$ cat src/rtl/fr_pkg.sv
// Shared opcodes, command-word field positions and FSM state type for the
// micro-to-datapath command register file.
package fr_pkg;

  localparam logic [7:0] OP_RESET    = 8'h01;
  localparam logic [7:0] OP_EN_TX    = 8'h02;
  localparam logic [7:0] OP_EN_RX    = 8'h03;
  localparam logic [7:0] OP_PH_SEL   = 8'h04;
  localparam logic [7:0] OP_RUN_MEM  = 8'h05;
  localparam logic [7:0] OP_RD_MEM   = 8'h06;
  localparam logic [7:0] OP_IS_FULL  = 8'h07;
  localparam logic [7:0] OP_BER_S    = 8'h08;
  localparam logic [7:0] OP_BER_E    = 8'h0A;
  localparam logic [7:0] OP_BER_HIGH = 8'h0C;
  localparam logic [7:0] OP_STATUS   = 8'h0D;

  localparam int unsigned NB_CHAN  = 7;
  localparam int unsigned NB_VAL   = 16;
  localparam int unsigned VAL_LSB  = 0;
  localparam logic [NB_CHAN-1:0] BROADCAST = 7'h7F;

  typedef enum logic {IDLE, MEM_WAIT} fr_state_t;

endpackage

$ cat src/rtl/fr_ber_mux.sv
// Channel-indexed select of a 64-bit BER sample or error count; channels
// outside 0..NCH-1 (including broadcast) yield zero.
module fr_ber_mux #(
  parameter int unsigned NCH    = 2,
  parameter int unsigned NB_BER = 64
) (
  input  logic [NCH*NB_BER-1:0] samp,
  input  logic [NCH*NB_BER-1:0] err,
  input  logic [6:0]            chan,
  input  logic                  sel_err,
  output logic [NB_BER-1:0]     ber_c,
  output logic                  in_range_c
);

  always_comb begin
    ber_c      = '0;
    in_range_c = 1'b0;
    for (int k = 0; k < int'(NCH); k++) begin
      if (chan == 7'(k)) begin
        in_range_c = 1'b1;
        ber_c      = sel_err ? err[k*NB_BER +: NB_BER] : samp[k*NB_BER +: NB_BER];
      end
    end
  end

endmodule

$ cat src/rtl/file_register_nch.sv
// Command register file: decodes strobed GPO words from the soft micro into
// per-channel controls, log-memory reads and BER readback. Optional sticky
// error flags with a STATUS opcode are enabled by defining FR_ERR_FLAG_EN.
module file_register_nch
  import fr_pkg::*;
#(
  parameter int unsigned NB_CMD    = 8,
  parameter int unsigned NB_DATA   = 24,
  parameter int unsigned NB_INST   = 32,
  parameter int unsigned NB_BER    = 64,
  parameter int unsigned NCH       = 2,
  parameter int unsigned NB_PHASE  = 2,
  parameter int unsigned NB_ADDR   = 15,
  parameter int unsigned MEM_LAT   = 2,
  parameter int unsigned RST_PULSE = 4
) (
  input  logic                    clock,
  input  logic                    reset,
  input  logic [NB_INST-1:0]      i_cmd_from_micro,
  output logic [NB_INST-1:0]      o_data_to_micro,
  input  logic                    i_mem_full,
  input  logic [NCH*NB_BER-1:0]   i_ber_samp,
  input  logic [NCH*NB_BER-1:0]   i_ber_error,
  input  logic [NB_INST-1:0]      i_data_log_from_mem,
  output logic                    o_reset,
  output logic [NCH-1:0]          o_enb_tx,
  output logic [NCH-1:0]          o_enb_rx,
  output logic [NCH*NB_PHASE-1:0] o_phase_sel,
  output logic                    o_run_log,
  output logic                    o_read_log,
  output logic [NB_ADDR-1:0]      o_addr_log_to_mem
);

  localparam int unsigned NB_LAT = $clog2(MEM_LAT + 1);
  localparam int unsigned NB_RST = $clog2(RST_PULSE + 1);

  logic [7:0]         op_c;
  logic               strobe_c;
  logic [NB_CHAN-1:0] chan;
  logic [NB_VAL-1:0]  val;
  logic               unused_bits;

  assign op_c        = 8'(i_cmd_from_micro[NB_INST-1 -: NB_CMD]);
  assign strobe_c    = i_cmd_from_micro[NB_DATA-1];
  assign chan        = i_cmd_from_micro[NB_DATA-2 -: NB_CHAN];
  assign val         = i_cmd_from_micro[VAL_LSB +: NB_VAL];
  assign unused_bits = ^{val};

  fr_state_t          state;
  logic               strobe_d;
  logic [NB_LAT-1:0]  lat_cnt;
  logic [NB_RST-1:0]  rst_cnt;
  logic [NB_BER-1:0]  shadow;

  logic               edge_c;
  logic               exec_c;
  logic               chan_ok_c;
  logic [NB_BER-1:0]  ber_c;
  logic               ber_ok_c;

  assign edge_c    = strobe_c & ~strobe_d;
  assign exec_c    = edge_c & (state == IDLE);
  assign chan_ok_c = (chan == BROADCAST) || (32'(chan) < NCH);

  fr_ber_mux #(.NCH(NCH), .NB_BER(NB_BER)) u_ber_mux (
    .samp       (i_ber_samp),
    .err        (i_ber_error),
    .chan       (chan),
    .sel_err    (op_c == OP_BER_E),
    .ber_c      (ber_c),
    .in_range_c (ber_ok_c)
  );

`ifdef FR_ERR_FLAG_EN
  // Sticky flags {overrun, bad_chan, bad_cmd}; STATUS clears, same-cycle errors win.
  logic [2:0] flags;
  logic       bad_cmd_c;
  logic       bad_chan_c;
  logic       overrun_c;
  logic       status_c;

  assign status_c   = exec_c & (op_c == OP_STATUS);
  assign overrun_c  = edge_c & (state == MEM_WAIT);
  assign bad_cmd_c  = exec_c & !(op_c inside {OP_RESET, OP_EN_TX, OP_EN_RX, OP_PH_SEL,
                                              OP_RUN_MEM, OP_RD_MEM, OP_IS_FULL, OP_BER_S,
                                              OP_BER_E, OP_BER_HIGH, OP_STATUS});
  assign bad_chan_c = exec_c & (((op_c inside {OP_EN_TX, OP_EN_RX, OP_PH_SEL}) & !chan_ok_c) |
                                ((op_c inside {OP_BER_S, OP_BER_E}) & !ber_ok_c));

  always_ff @(posedge clock) begin
    if (reset) flags <= 3'b000;
    else       flags <= (status_c ? 3'b000 : flags) | {overrun_c, bad_chan_c, bad_cmd_c};
  end
`endif

  always_ff @(posedge clock) begin
    if (reset) begin
      state             <= IDLE;
      strobe_d          <= 1'b1;
      lat_cnt           <= '0;
      rst_cnt           <= '0;
      shadow            <= '0;
      o_data_to_micro   <= '0;
      o_reset           <= 1'b0;
      o_enb_tx          <= '0;
      o_enb_rx          <= '0;
      o_phase_sel       <= '0;
      o_run_log         <= 1'b0;
      o_read_log        <= 1'b0;
      o_addr_log_to_mem <= '0;
    end else begin
      strobe_d   <= strobe_c;
      o_read_log <= 1'b0;

      if (o_reset) begin
        if (rst_cnt == '0) o_reset <= 1'b0;
        else               rst_cnt <= rst_cnt - 1'b1;
      end

      case (state)
        IDLE: if (exec_c) begin
          case (op_c)
            OP_RESET: begin
              o_reset <= 1'b1;
              rst_cnt <= NB_RST'(RST_PULSE - 1);
            end
            OP_EN_TX, OP_EN_RX, OP_PH_SEL: begin
              for (int k = 0; k < int'(NCH); k++) begin
                if (chan == BROADCAST || chan == 7'(k)) begin
                  if (op_c == OP_EN_TX) o_enb_tx[k] <= val[0];
                  if (op_c == OP_EN_RX) o_enb_rx[k] <= val[0];
                  if (op_c == OP_PH_SEL) o_phase_sel[k*NB_PHASE +: NB_PHASE] <= val[NB_PHASE-1:0];
                end
              end
            end
            OP_RUN_MEM: o_run_log <= val[0];
            OP_RD_MEM: begin
              o_read_log        <= 1'b1;
              o_addr_log_to_mem <= val[NB_ADDR-1:0];
              lat_cnt           <= NB_LAT'(MEM_LAT - 1);
              state             <= MEM_WAIT;
            end
            OP_IS_FULL: o_data_to_micro <= NB_INST'(i_mem_full);
            OP_BER_S, OP_BER_E: begin
              shadow          <= ber_c;
              o_data_to_micro <= ber_c[NB_INST-1:0];
            end
            OP_BER_HIGH: o_data_to_micro <= shadow[NB_BER-1 -: NB_INST];
`ifdef FR_ERR_FLAG_EN
            OP_STATUS: o_data_to_micro <= NB_INST'(flags);
`endif
            default: ;
          endcase
        end
        // Edges arriving here are dropped; data is captured on the last wait cycle.
        MEM_WAIT: begin
          if (lat_cnt == '0) begin
            o_data_to_micro <= i_data_log_from_mem;
            state           <= IDLE;
          end else begin
            lat_cnt <= lat_cnt - 1'b1;
          end
        end
        default: state <= IDLE;
      endcase
    end
  end

endmodule

$ cat config.mk
export PLATFORM = sky130hd
export DESIGN_NAME = file_register_nch
export DESIGN_NICKNAME = d
export VERILOG_FILES = /design/src/rtl/fr_pkg.sv /design/src/rtl/fr_ber_mux.sv /design/src/rtl/file_register_nch.sv
export SDC_FILE = /design/constraint.sdc
export NUM_CORES = 1
export LEC_CHECK = 0
export ABC_AREA = 1
export CAP_MARGIN = 20
export CORE_AREA = 2 2 150 152
export CTS_CLUSTER_DIAMETER = 50
export DETAILED_ROUTE_END_ITERATION = 8
export DIE_AREA = 0 0 152 154
export HOLD_SLACK_MARGIN = 0.03
export PLACE_DENSITY = 0.69
export SETUP_SLACK_MARGIN = 0.4
export SLEW_MARGIN = 20
export SYNTH_ARGS = -nofsm -noshare
export SYNTH_HDL_FRONTEND = slang
export SYNTH_SLANG_ARGS = --single-unit
export TNS_END_PERCENT = 30
$ cat constraint.sdc
create_clock -name clock -period 1.9 [get_ports clock]
set_input_delay 0.475 -clock clock [delete_from_list [all_inputs] [get_ports clock]]
set_output_delay 0.475 -clock clock [all_outputs]
set_load 0.02 [all_outputs]
==> results of run 1 <==
## stage by stage
stage / hold slack [ns] / instances / setup TNS (ns) / instance area, um2 / power, mW
global route: 0.452 / 2032 / -0.0474 / 15000 / 5.28
finish: 0.427 / 2032 / 0 / 15000 / 5.09
CTS: 0.427 / 2020 / 0 / 14500 / 5.05
global placement: 0.451 / 1911 / -42.14 / 11900 / 3.13
detailed placement: 0.457 / 1911 / -43.30 / 11900 / 3.13
floorplan: 0.457 / 1260 / 0 / 7360 / 2.33
## sequential cells by signal, indices dropped and copies added, names as in the netlist
register	count
o_read_log	1
o_run_log	1
o_addr_log_to_mem	15
shadow	32
rst_cnt	3
lat_cnt	2
strobe_d	1
o_enb_rx	2
state	1
o_enb_tx	2
o_phase_sel	4
o_data_to_micro	32
o_reset	1
## logic make-up (layout without fill, tap and decap cells)
group,after synthesis,in the layout,synth area share (%)
AND/OR/NAND/NOR,570,572,33.5
buffers and inverters,315,805,17.1
AO/OA/AOI/OAI,274,274,21.7
flip-flops,97,97,27.2
adder cells (fa/ha/maj),3,3,0.526
XOR/XNOR,1,1,0.123
## placed cells by master, fill, tap and decap left out, types with 8 or more instances in the layout
master             n
clkdlybuf4s50_1  304
nand2_1          218
inv_1            211
nand3_1          107
a21oi_1           99
dfxtp_1           96
nor2_1            82
buf_4             67
o211ai_1          61
clkbuf_2          51
nand2_2           46
nand3_2           39
buf_6             37
buf_16            35
o21ai_1           34
buf_12            34
a21oi_2           29
nand2_4           25
nor2_4            22
o21ai_2           21
clkbuf_16         14
nor2_2            12
buf_8             12
o22ai_1           11
a21oi_4            8
## tightest hold or removal path, delay by kind of cell
family	cells	cell delay, ns
buffers and inverters	2	0.23
AND/OR/NAND/NOR	1	0.04
## per-layer routing
layer  global-route usage, %  vias to the layer above
met1                    39.4                     4954
met5                       0                        -
li1                        -                     5021
met3                    7.19                      143
met2                    55.2                      641
met4                    14.9                        2
## area by class of cell
| class | instances | area [um2] |
|---|---|---|
| tap | 280 | 350 |
| inverter | 226 | 897 |
| sequential | 97 | 1940 |
| fill | 1795 | 6710 |
| timing repair buffer | 564 | 6370 |
| multi-input combinational | 850 | 5150 |
| clock buffer | 11 | 243 |
| clock inverter | 4 | 28.8 |
## power breakdown
| part | internal [mW] | switching, mW |
|---|---|---|
| Clock | 0.922 | 0.856 |
| Combinational | 0.808 | 0.473 |
| Sequential | 2.03 | 0.00174 |
| Total | 3.76 | 1.33 |
## worst min path at each step
stage | endpoint | from | slack (ns)
floorplan | lat_cnt[1] | lat_cnt[1] | 0.46
global placement | o_data_to_micro[9] | o_data_to_micro[9] | 0.45
detailed placement | o_data_to_micro[13] | o_data_to_micro[13] | 0.46
CTS | strobe_d | i_cmd_from_micro[23] | 0.43
global route | strobe_d | i_cmd_from_micro[23] | 0.45
finish | strobe_d | i_cmd_from_micro[23] | 0.43
## timing repair
item / in CTS / in global routing
gates cloned: 34 / 7
resized for setup: 360 / 250
hold buffers: 0 / 0
setup buffers: 60 / 5
pin swaps: 86 / 114
setup endpoints to repair: 154 / 152
==> out/metrics.csv, run 1 <==
stage,metric,value,unit
global_routing,initial antenna violation count,1,
setup_path,WS Path Type,in -> reg,
logic_synthesis,register area share after synthesis,27.2,%
logic_synthesis,average size of a mapped cell,5.67,um2
floorplan,Top Ports,381,
sta,Fmax,532,MHz
drt,Starting DRT DRC Count,948,
power,Pwr Density,340,mW/mm2
logic_synthesis,area of the mapped netlist,0.00714,mm2
power,Max VDD drop,331,uV
setup_path,CP Data Arrival Time,2.17,ns
drt,detailed-route DRC error count,0,
cts,clock sink count,97,
logic_synthesis,register bit total from synthesis,97,
setup_path,Critical Path Slowest Stage Cell,nor2_4,
sta,final period utilization,99.0,%
drt,WL met1,15.9,mm
logic_synthesis,ys async rst share,0,%
sta,Max-slew headroom,71.0,%
setup_path,"Max FO, Critical Path",7,
drt,Vias,10800,
floorplan,Die Wd,152,um
cells_and_area,layout cell share with drive strength beyond 1,28.5,%
cts,H-tree lvl count,3,
setup_path,Crit. path cell count,18,
cells_and_area,Layout area overhead,110,%
cts,Root Driver,clkbuf_16,
cts,CTS tree,yes,
setup_path,Reg2Reg Launch Point,lat_cnt[0],
floorplan,DIE AREA,0.0234,mm2
global_routing,vias in the first global route,10500,
setup_path,R2R depth,12,
drt,Vias/cell,5.30,
floorplan,initial core utilization,32.9,%
setup_path,Critical Path Start Type,input pin,
placed_design,IO Port Bufs,379,
logic_synthesis,Post-Syn Nets,1586,
drt,Final ANT Viol Nets,0,
logic_synthesis,Cell variety after synth,30,
cts,CTS Buf Count,9,
logic_synthesis,top cell type's share of synthesized area,27.2,%
drt,Routed WL per cell,20.2,um
setup_path,Buf/Inv on CP,8,
power,Leakage,7.02,nW
floorplan,area of the core,0.0217,mm2
global_routing,gr ovfl total,0,
placed_design,Final GP Congestion,0.942,
placed_design,Detailed Place HPWL,24.7,mm
run_status,status,"finished, final reports clean",
sta,min Tclk post-route,1.88,ns
drt,"wirelength, routed",41.0,mm
cts,clk buf depth,2,
logic_synthesis,most frequent cell after synthesis,nand2_1,
cells_and_area,Util after Layout,69.1,%
sta,Setup Skew,0.0102,ns
logic_synthesis,number of synthesized flops with an enable pin,0,
placed_design,dpl ws,-0.590,ns
sta,final setup vio count,0,
drt,met3 wire len,3.54,mm
global_routing,first-pass GRT wire length,59.7,mm
setup_path,CP top delay family,buffers and inverters,
drt,drt pass-1 iters,5,
logic_synthesis,Synth area leader,dfxtp_1,
hold_path,worst hold path stage count,3,
setup_path,R2R Path End,o_data_to_micro[21],
sta,Tightest Pin Transition,0.435,ns
floorplan,Die Y,154,um
setup_path,CP required,2.19,ns
drt,met2 WL,19.5,mm
job,MaxCap Viol Count,0,
hold_path,Hold Crit Class,in -> reg,
setup_path,CP peak stage delay,0.14,ns
logic_synthesis,Synth Warn #,0,
global_routing,GRT Resource Usage Total,32.5,%
logic_synthesis,Mapped Cells,1260,
setup_path,Crit path top cell by count,buf_12,
sta,worst setup margin,0.0195,ns
cells_and_area,Nets,2074,
cts,clock slew seen by the registers of the worst setup and hold paths,0.07,ns
logic_synthesis,top_reg_cell synth,dfxtp_1,
setup_path,CP endpoint,o_data_to_micro[4],
setup_path,CP startpoint,i_cmd_from_micro[24],
setup_path,CP Capture Type,register,
sta,"Hold Vio Cnt, Final",0,
setup_path,Reg2Reg Setup Slack,0.14,ns
global_routing,largest net degree at the start of global routing,53,
drt,Max Used Layer,met5,
sta,fin. max-slew vios,0,
cells_and_area,antenna cells,0,
floorplan,row count,54,
logic_synthesis,"top cells by count, synth","nand2_1 (289), inv_1 (220), nand3_1 (151)",
logic_synthesis,synth top area cells,"dfxtp_1 (27%), nand2_1 (15%), inv_1 (12%)",
setup_path,CP Cell Sequence,buf_6 -> buf_8 -> inv_16 -> nand2_8 -> nor2_4 -> buf_12 -> nand2_8 -> buf_12 -> buf_12 -> buf_6 -> buf_16 -> nand2_4 -> nand3_2 -> nand2_2 -> nand2_2 -> nand2_1 -> nand2_1 -> a21oi_2,
sta,RSZ-0062 raised after global routing,yes,
cts,Clock Latency Late Sink,0.36,ns
Power figures use the tool's default switching activity.
==> inputs of run 2 (changes only) <==
--- a/config.mk
+++ b/config.mk
@@ -11,6 +11,7 @@
 export CTS_CLUSTER_DIAMETER = 50
 export DETAILED_ROUTE_END_ITERATION = 8
 export DIE_AREA = 0 0 152 154
+export GPL_ROUTABILITY_DRIVEN = 0
 export HOLD_SLACK_MARGIN = 0.03
 export PLACE_DENSITY = 0.69
 export SETUP_SLACK_MARGIN = 0.4
==> out/metrics.csv, run 2 (same netlist as run 1, synthesis figures left out) <==
stage,metric,value,unit,change
drt,Vias/cell,5.22,,was 5.30
cells_and_area,Nets,2072,,"was 2,074"
cts,CTS Hold Bufs,0,,unchanged
placed_design,IO Port Bufs,379,,unchanged
drt,detailed-route DRC error count,0,,unchanged
cts,clock sink count,97,,unchanged
cts,H-tree lvl count,3,,unchanged
setup_path,CP Cell Sequence,buf_6 -> buf_8 -> inv_16 -> nand2_8 -> nor2_4 -> buf_12 -> buf_12 -> buf_4 -> buf_16 -> nand3_1 -> nand3_2 -> nand2_2 -> nand2_4 -> nand2_1 -> nand2_1 -> a21oi_2,,was buf_6 -> buf_8 -> inv_16 -> nand2_8 -> nor2_4 -> buf_12 -> nand2_8 -> buf_12 -> buf_12 -> buf_6 -> buf_16 -> nand2_4 -> nand3_2 -> nand2_2 -> nand2_2 -> nand2_1 -> nand2_1 -> a21oi_2
global_routing,gr ovfl total,0,,unchanged
setup_path,CP Capture Type,register,,unchanged
floorplan,DIE AREA,0.0234,mm2,unchanged
cts,clk buf depth,2,,unchanged
power,Leakage,7.13,nW,was 7.02 nW
setup_path,Critical Path Slowest Stage Cell,buf_16,,was nor2_4
floorplan,initial core utilization,32.9,%,unchanged
cells_and_area,Largest regs,"o_data_to_micro x32, shadow x32, o_addr_log_to_mem x15",,unchanged
global_routing,initial antenna violation count,3,,was 1
floorplan,area of the core,0.0217,mm2,unchanged
cts,clock slew seen by the registers of the worst setup and hold paths,0.07,ns,about the same
placed_design,Detailed Place HPWL,24.5,mm,was 24.7 mm
drt,Vias,10600,,"was 10,800"
floorplan,Top Ports,381,,unchanged
run_status,status,"finished, final reports clean",,unchanged
cts,CTS Buf Count,9,,unchanged
drt,Starting DRT DRC Count,796,,was 948
cts,CTS tree,yes,,unchanged
setup_path,CP Data Arrival Time,2.09,ns,was 2.17 ns
sta,Fmax,539,MHz,was 532 MHz
cells_and_area,layout cell share with drive strength beyond 1,22.7,%,was 28.5%
sta,Setup TNS Final,0,ns,unchanged
hold_path,worst hold path stage count,2,,was 3
placed_design,Area after DPL,0.0119,mm2,about the same
placed_design,dpl cells,1909,,"was 1,911"
setup_path,R2R depth,11,,was 12
global_routing,first-pass GRT wire length,58.6,mm,was 59.7 mm
setup_path,CP peak stage delay,0.15,ns,was 0.14 ns
power,Pwr Density,348,mW/mm2,was 340 mW/mm2
power,Max VDD drop,399,uV,was 331 uV
floorplan,Die Wd,152,um,unchanged
sta,RSZ-0062 raised after global routing,yes,,unchanged
cells_and_area,post-route design area,0.0149,mm2,was 0.0150 mm2
sta,min Tclk post-route,1.86,ns,was 1.88 ns
setup_path,"Max FO, Critical Path",17,,was 7
sta,"Hold Vio Cnt, Final",0,,unchanged
cells_and_area,final non-filler cell total,2033,,"was 2,032"
cells_and_area,"commonest non-fill, non-tap cell in the layout",clkdlybuf4s50_1,,unchanged
sta,Max-slew headroom,70.4,%,was 71.0%
job,MaxCap Viol Count,0,,unchanged
drt,Final ANT Viol Nets,0,,unchanged
cts,Root Driver,clkbuf_16,,unchanged
global_routing,largest net degree at the start of global routing,53,,unchanged
global_routing,GRT Resource Usage Total,31.8,%,was 32.5%
floorplan,row count,54,,unchanged
cells_and_area,"commonest non-fill, non-tap cells in the layout","clkdlybuf4s50_1 (309), nand2_1 (236), inv_1 (213)",,"was clkdlybuf4s50_1 (304), nand2_1 (218), inv_1 (211)"
setup_path,CP required,2.13,ns,was 2.19 ns
sta,final setup vio count,0,,unchanged
setup_path,WS Path Type,in -> reg,,unchanged
sta,Setup Skew,0.0121,ns,was 0.0102 ns
hold_path,Hold Crit Class,reg -> reg,,was in -> reg
global_routing,vias in the first global route,10400,,"was 10,500"
drt,"wirelength, routed",39.4,mm,was 41.0 mm
floorplan,Die Y,154,um,unchanged
drt,Routed WL per cell,19.4,um,was 20.2 um
cells_and_area,Layout area overhead,109,%,was 110%
sta,fin. max-slew vios,0,,unchanged
drt,drt pass-1 iters,7,,was 5
sta,Tightest Pin Transition,0.440,ns,was 0.435 ns
sta,final period utilization,97.7,%,was 99.0%
setup_path,Critical Path Start Type,input pin,,unchanged
cts,Clock Latency Late Sink,0.36,ns,about the same
==> run 2: cell type report <==
class                           count  area, um2
Antenna cell                        3       7.51
Clock buffer                       11        243
Clock inverter                      4       53.8
Fill cell                        1807       6780
Inverter                          226        900
Multi-Input combinational cell    849       4840
Sequential cell                    97       1940
Tap cell                          280        350
Timing Repair Buffer              563       6580
==> run 2: per-layer routing <==
| metal | track usage (%) | vias to the layer above | wire length [um] |
|---|---|---|---|
| li1 | - | 5011 | - |
| met5 | 0 | - | 0 |
| met4 | 13.0 | 0 | 1610 |
| met1 | 38.5 | 4889 | 15500 |
| met2 | 55.8 | 594 | 19300 |
| met3 | 5.72 | 110 | 2990 |
==> run 2: stage by stage <==
step           power, mW  util (%)  hold WS [ns]  setup slack [ns]
2_1_floorplan       2.33         -         0.457             0.245
3_3_place_gp        3.13      54.7         0.451            -0.560
3_5_place_dp        3.13      54.7         0.454            -0.559
4_1_cts             5.15      66.9         0.453             0.128
5_1_grt             5.35      68.7         0.463           -0.0202
6_report            5.19      68.8         0.460            0.0434
==> run 2: critical path: cells and delay by family <==
kind / cells / cell delay [ns]
and+or+nand+nor: 8 / 0.71
AOI/OAI and AO/OA: 1 / 0.05
buffers and inverters: 7 / 0.83
==> run 2: timing repair <==
action	in CTS	in global routing
buffers inserted	57	10
gates cloned	38	1
gates resized for setup	335	79
pin swaps	88	60
setup endpoints to repair	154	150
==> run 2: final timing paths <==
check	start	endpoint	slack, ns
worst max-delay path	i_cmd_from_micro[24]	o_data_to_micro[7]	0.04
worst max register to register	lat_cnt[0]	o_data_to_micro[0]	0.27
worst min-delay path	o_data_to_micro[16]	o_data_to_micro[16]	0.46
worst min register to register	o_data_to_micro[16]	o_data_to_micro[16]	0.46
==> run 2: power breakdown <==
part	switching (mW)	internal, mW
clock	0.864	1.05
combinational	0.447	0.787
sequential	0.00162	2.03
total	1.31	3.87
==> inputs of run 3 (changes only) <==
--- a/config.mk
+++ b/config.mk
@@ -6,6 +6,7 @@
 export NUM_CORES = 1
 export LEC_CHECK = 0
 export ABC_AREA = 1
+export ABC_CLOCK_PERIOD_IN_PS = 1900
 export CAP_MARGIN = 20
 export CORE_AREA = 2 2 150 152
 export CTS_CLUSTER_DIAMETER = 50
==> constraint.sdc (replaced) <==
create_clock -name clock -period 1.9 [get_ports clock]
set_input_delay 0.38 -clock clock [delete_from_list [all_inputs] [get_ports clock]]
set_output_delay 0.38 -clock clock [all_outputs]
set_load 0.02 [all_outputs]
==> out/metrics.csv, run 3 (same netlist as run 1, synthesis figures left out) <==
stage,metric,value,unit,change
drt,drt pass-1 iters,5,,was 7
placed_design,IO Port Bufs,379,,unchanged
global_routing,gr busiest metal,met2,,unchanged
cells_and_area,"commonest non-fill, non-tap cell in the layout",clkdlybuf4s50_1,,unchanged
cts,CTS Buf Count,9,,unchanged
drt,Vias/cell,4.97,,was 5.22
floorplan,initial core utilization,32.9,%,unchanged
global_routing,met2 Resource Use GR,49.7,%,was 55.8%
placed_design,Detailed Place HPWL,22.9,mm,was 24.5 mm
cells_and_area,Multi-input gate area,0.00453,mm2,was 0.00484 mm2
setup_path,"Max FO, Critical Path",2,,was 17
job,MaxCap Viol Count,0,,unchanged
global_routing,GRT Resource Usage Total,28.4,%,was 31.8%
sta,Hold Slack,0.336,ns,was 0.460 ns
drt,"wirelength, routed",34.7,mm,was 39.4 mm
power,clock power share,38.2,%,was 37.0%
cells_and_area,post-route design area,0.0143,mm2,was 0.0149 mm2
cells_and_area,FF/Latch Area,0.00195,mm2,was 0.00194 mm2
setup_path,CP Cell Sequence,clkdlybuf4s50_1,,was buf_6 -> buf_8 -> inv_16 -> nand2_8 -> nor2_4 -> buf_12 -> buf_12 -> buf_4 -> buf_16 -> nand3_1 -> nand3_2 -> nand2_2 -> nand2_4 -> nand2_1 -> nand2_1 -> a21oi_2
sta,final setup vio count,0,,unchanged
cts,CTS tree,yes,,unchanged
power,Flop pwr share,39.7,%,was 39.2%
cts,clock slew seen by the registers of the worst setup and hold paths,0.09,ns,was 0.07 ns
cells_and_area,Largest regs,"o_data_to_micro x32, shadow x32, o_addr_log_to_mem x15",,unchanged
cells_and_area,filler cell count,1875,,"was 1,807"
drt,detailed-route DRC error count,0,,unchanged
sta,fin. max-slew vios,0,,unchanged
global_routing,largest net degree at the start of global routing,78,,was 53
floorplan,Die Y,154,um,unchanged
setup_path,CP startpoint,o_phase_sel[3],,was i_cmd_from_micro[24]
sta,final period utilization,90.3,%,was 97.7%
global_routing,vias in the first global route,9889,,"was 10,400"
floorplan,Top Ports,381,,unchanged
drt,Final ANT Viol Nets,0,,unchanged
cells_and_area,Layout area overhead,101,%,was 109%
cells_and_area,Nets,2058,,"was 2,072"
power,Pwr Density,358,mW/mm2,was 348 mW/mm2
setup_path,Buf/Inv on CP,1,,was 7
sta,worst setup margin,0.185,ns,was 0.0434 ns
sta,RSZ-0062 raised after global routing,yes,,unchanged
power,sw power,1.37,mW,was 1.31 mW
run_status,status,"finished, final reports clean",,unchanged
power,combinational share of power,22.1,%,was 23.8%
power,P_int,3.76,mW,was 3.87 mW
sta,Setup Skew,0.0117,ns,was 0.0121 ns
cts,clk buf depth,2,,unchanged
sta,min Tclk post-route,1.71,ns,was 1.86 ns
drt,Routed WL per cell,17.2,um,was 19.4 um
sta,Tightest Pin Transition,0.712,ns,was 0.440 ns
floorplan,row count,54,,unchanged
cts,Clock Latency Late Sink,0.37,ns,was 0.36 ns
placed_design,Area after DPL,0.0119,mm2,about the same
cells_and_area,antenna cells,0,,was 3
setup_path,CP Capture Type,primary output,,was register
global_routing,met1 Usage GRT,34.5,%,was 38.5%
sta,Fmax,583,MHz,was 539 MHz
cells_and_area,Util after Layout,66.1,%,was 68.8%
power,Switching Share,26.6,%,was 25.3%
cts,clock sink count,97,,unchanged
power,Max VDD drop,393,uV,was 399 uV
cts,CTS Hold Bufs,0,,unchanged
cts,H-tree lvl count,3,,unchanged
sta,Setup TNS Final,0,ns,unchanged
sta,Max-slew headroom,52.5,%,was 70.4%
cts,Root Driver,clkbuf_16,,unchanged
setup_path,R2R depth,12,,was 11
global_routing,met3 Use GR,6.91,%,was 5.72%
floorplan,area of the core,0.0217,mm2,unchanged
setup_path,Critical Path Start Type,register,,was input pin
cells_and_area,layout cell share with drive strength beyond 1,19.6,%,was 22.7%
setup_path,Reg2Reg Launch Point,lat_cnt[1],,was lat_cnt[0]
global_routing,first-pass GRT wire length,52.7,mm,was 58.6 mm
setup_path,CP top delay family,buffers and inverters,,unchanged
global_routing,initial antenna violation count,1,,was 3
drt,Starting DRT DRC Count,550,,was 796
hold_path,worst hold path stage count,3,,was 2
power,Leakage,7.35,nW,was 7.13 nW
setup_path,Crit. path cell count,1,,was 16
setup_path,CP Data Arrival Time,1.33,ns,was 2.09 ns
hold_path,Hold Crit Class,in -> reg,,was reg -> reg
placed_design,dpl ws,-0.491,ns,was -0.559 ns
setup_path,WS Path Type,reg -> out,,was in -> reg
drt,Vias,10000,,"was 10,600"
hold_path,hold path start,i_cmd_from_micro[23],,was o_data_to_micro[16]
floorplan,Die Wd,152,um,unchanged
setup_path,CP required,1.52,ns,was 2.13 ns
setup_path,Critical Path Slowest Stage Cell,clkdlybuf4s50_1,,was buf_16
cells_and_area,"commonest non-fill, non-tap cells in the layout","clkdlybuf4s50_1 (321), nand2_1 (242), inv_1 (209)",,"was clkdlybuf4s50_1 (309), nand2_1 (236), inv_1 (213)"
sta,"Hold Vio Cnt, Final",0,,unchanged
floorplan,DIE AREA,0.0234,mm2,unchanged
global_routing,gr ovfl total,0,,unchanged
setup_path,CP peak stage delay,0.62,ns,was 0.15 ns
-- run 3: timing repair --
item | CTS | global route
resized for setup | 244 | 53
pin swaps | 81 | 8
buffers inserted | 50 | 2
gates cloned | 30 | 0
endpoints found under the setup margin | 153 | 150
-- run 3: layout make-up --
class | count | share of cell area, %
clock buffer | 9 | 1.57
clock inverter | 7 | 0.672
inverter | 226 | 6.15
multi-input combinational | 848 | 31.6
sequential | 97 | 13.6
tap | 280 | 2.44
timing repair buffer | 550 | 44.0
-- run 3: power groups by stage --
stage | Sequential [mW] | Clock (mW) | Combinational [mW]
after detailed placement | 2.08 | 0 | 1.02
after CTS | 2.03 | 2.00 | 1.12
after global placement | 2.08 | 0 | 1.02
after global routing | 2.03 | 2.09 | 1.21
final | 2.03 | 1.96 | 1.13
after floorplan | 2.08 | 0 | 0.250
-- run 3: final timing paths --
check	end	slack, ns
worst max-delay path	o_phase_sel[3]	0.19
worst min-delay path	strobe_d	0.34
worst max register to register	o_data_to_micro[12]	0.27
worst min register to register	o_data_to_micro[24]	0.46
-- run 3: stage by stage --
stage	cells	power (mW)
2_1_floorplan	1260	2.33
3_3_place_gp	1919	3.10
3_5_place_dp	1919	3.11
4_1_cts	2015	5.16
5_1_grt	2017	5.33
6_report	2017	5.13
-- run 3: metal layers --
layer	vias to the layer above	wire, um
li1	4987	-
met1	4539	14100
met2	431	16800
met3	72	2830
met4	2	953
met5	-	13
-- run 3: worst reg2reg max path, cell delays in order, from the launching register on --
cell	delay (ns)
dfxtp_2	0.34
inv_2	0.04
ha_4	0.15
nand2_2	0.05
inv_2	0.04
a21oi_4	0.20
buf_6	0.14
nand2_4	0.06
inv_8	0.09
buf_12	0.10
buf_12	0.12
nand2_1	0.07
a21oi_1	0.14
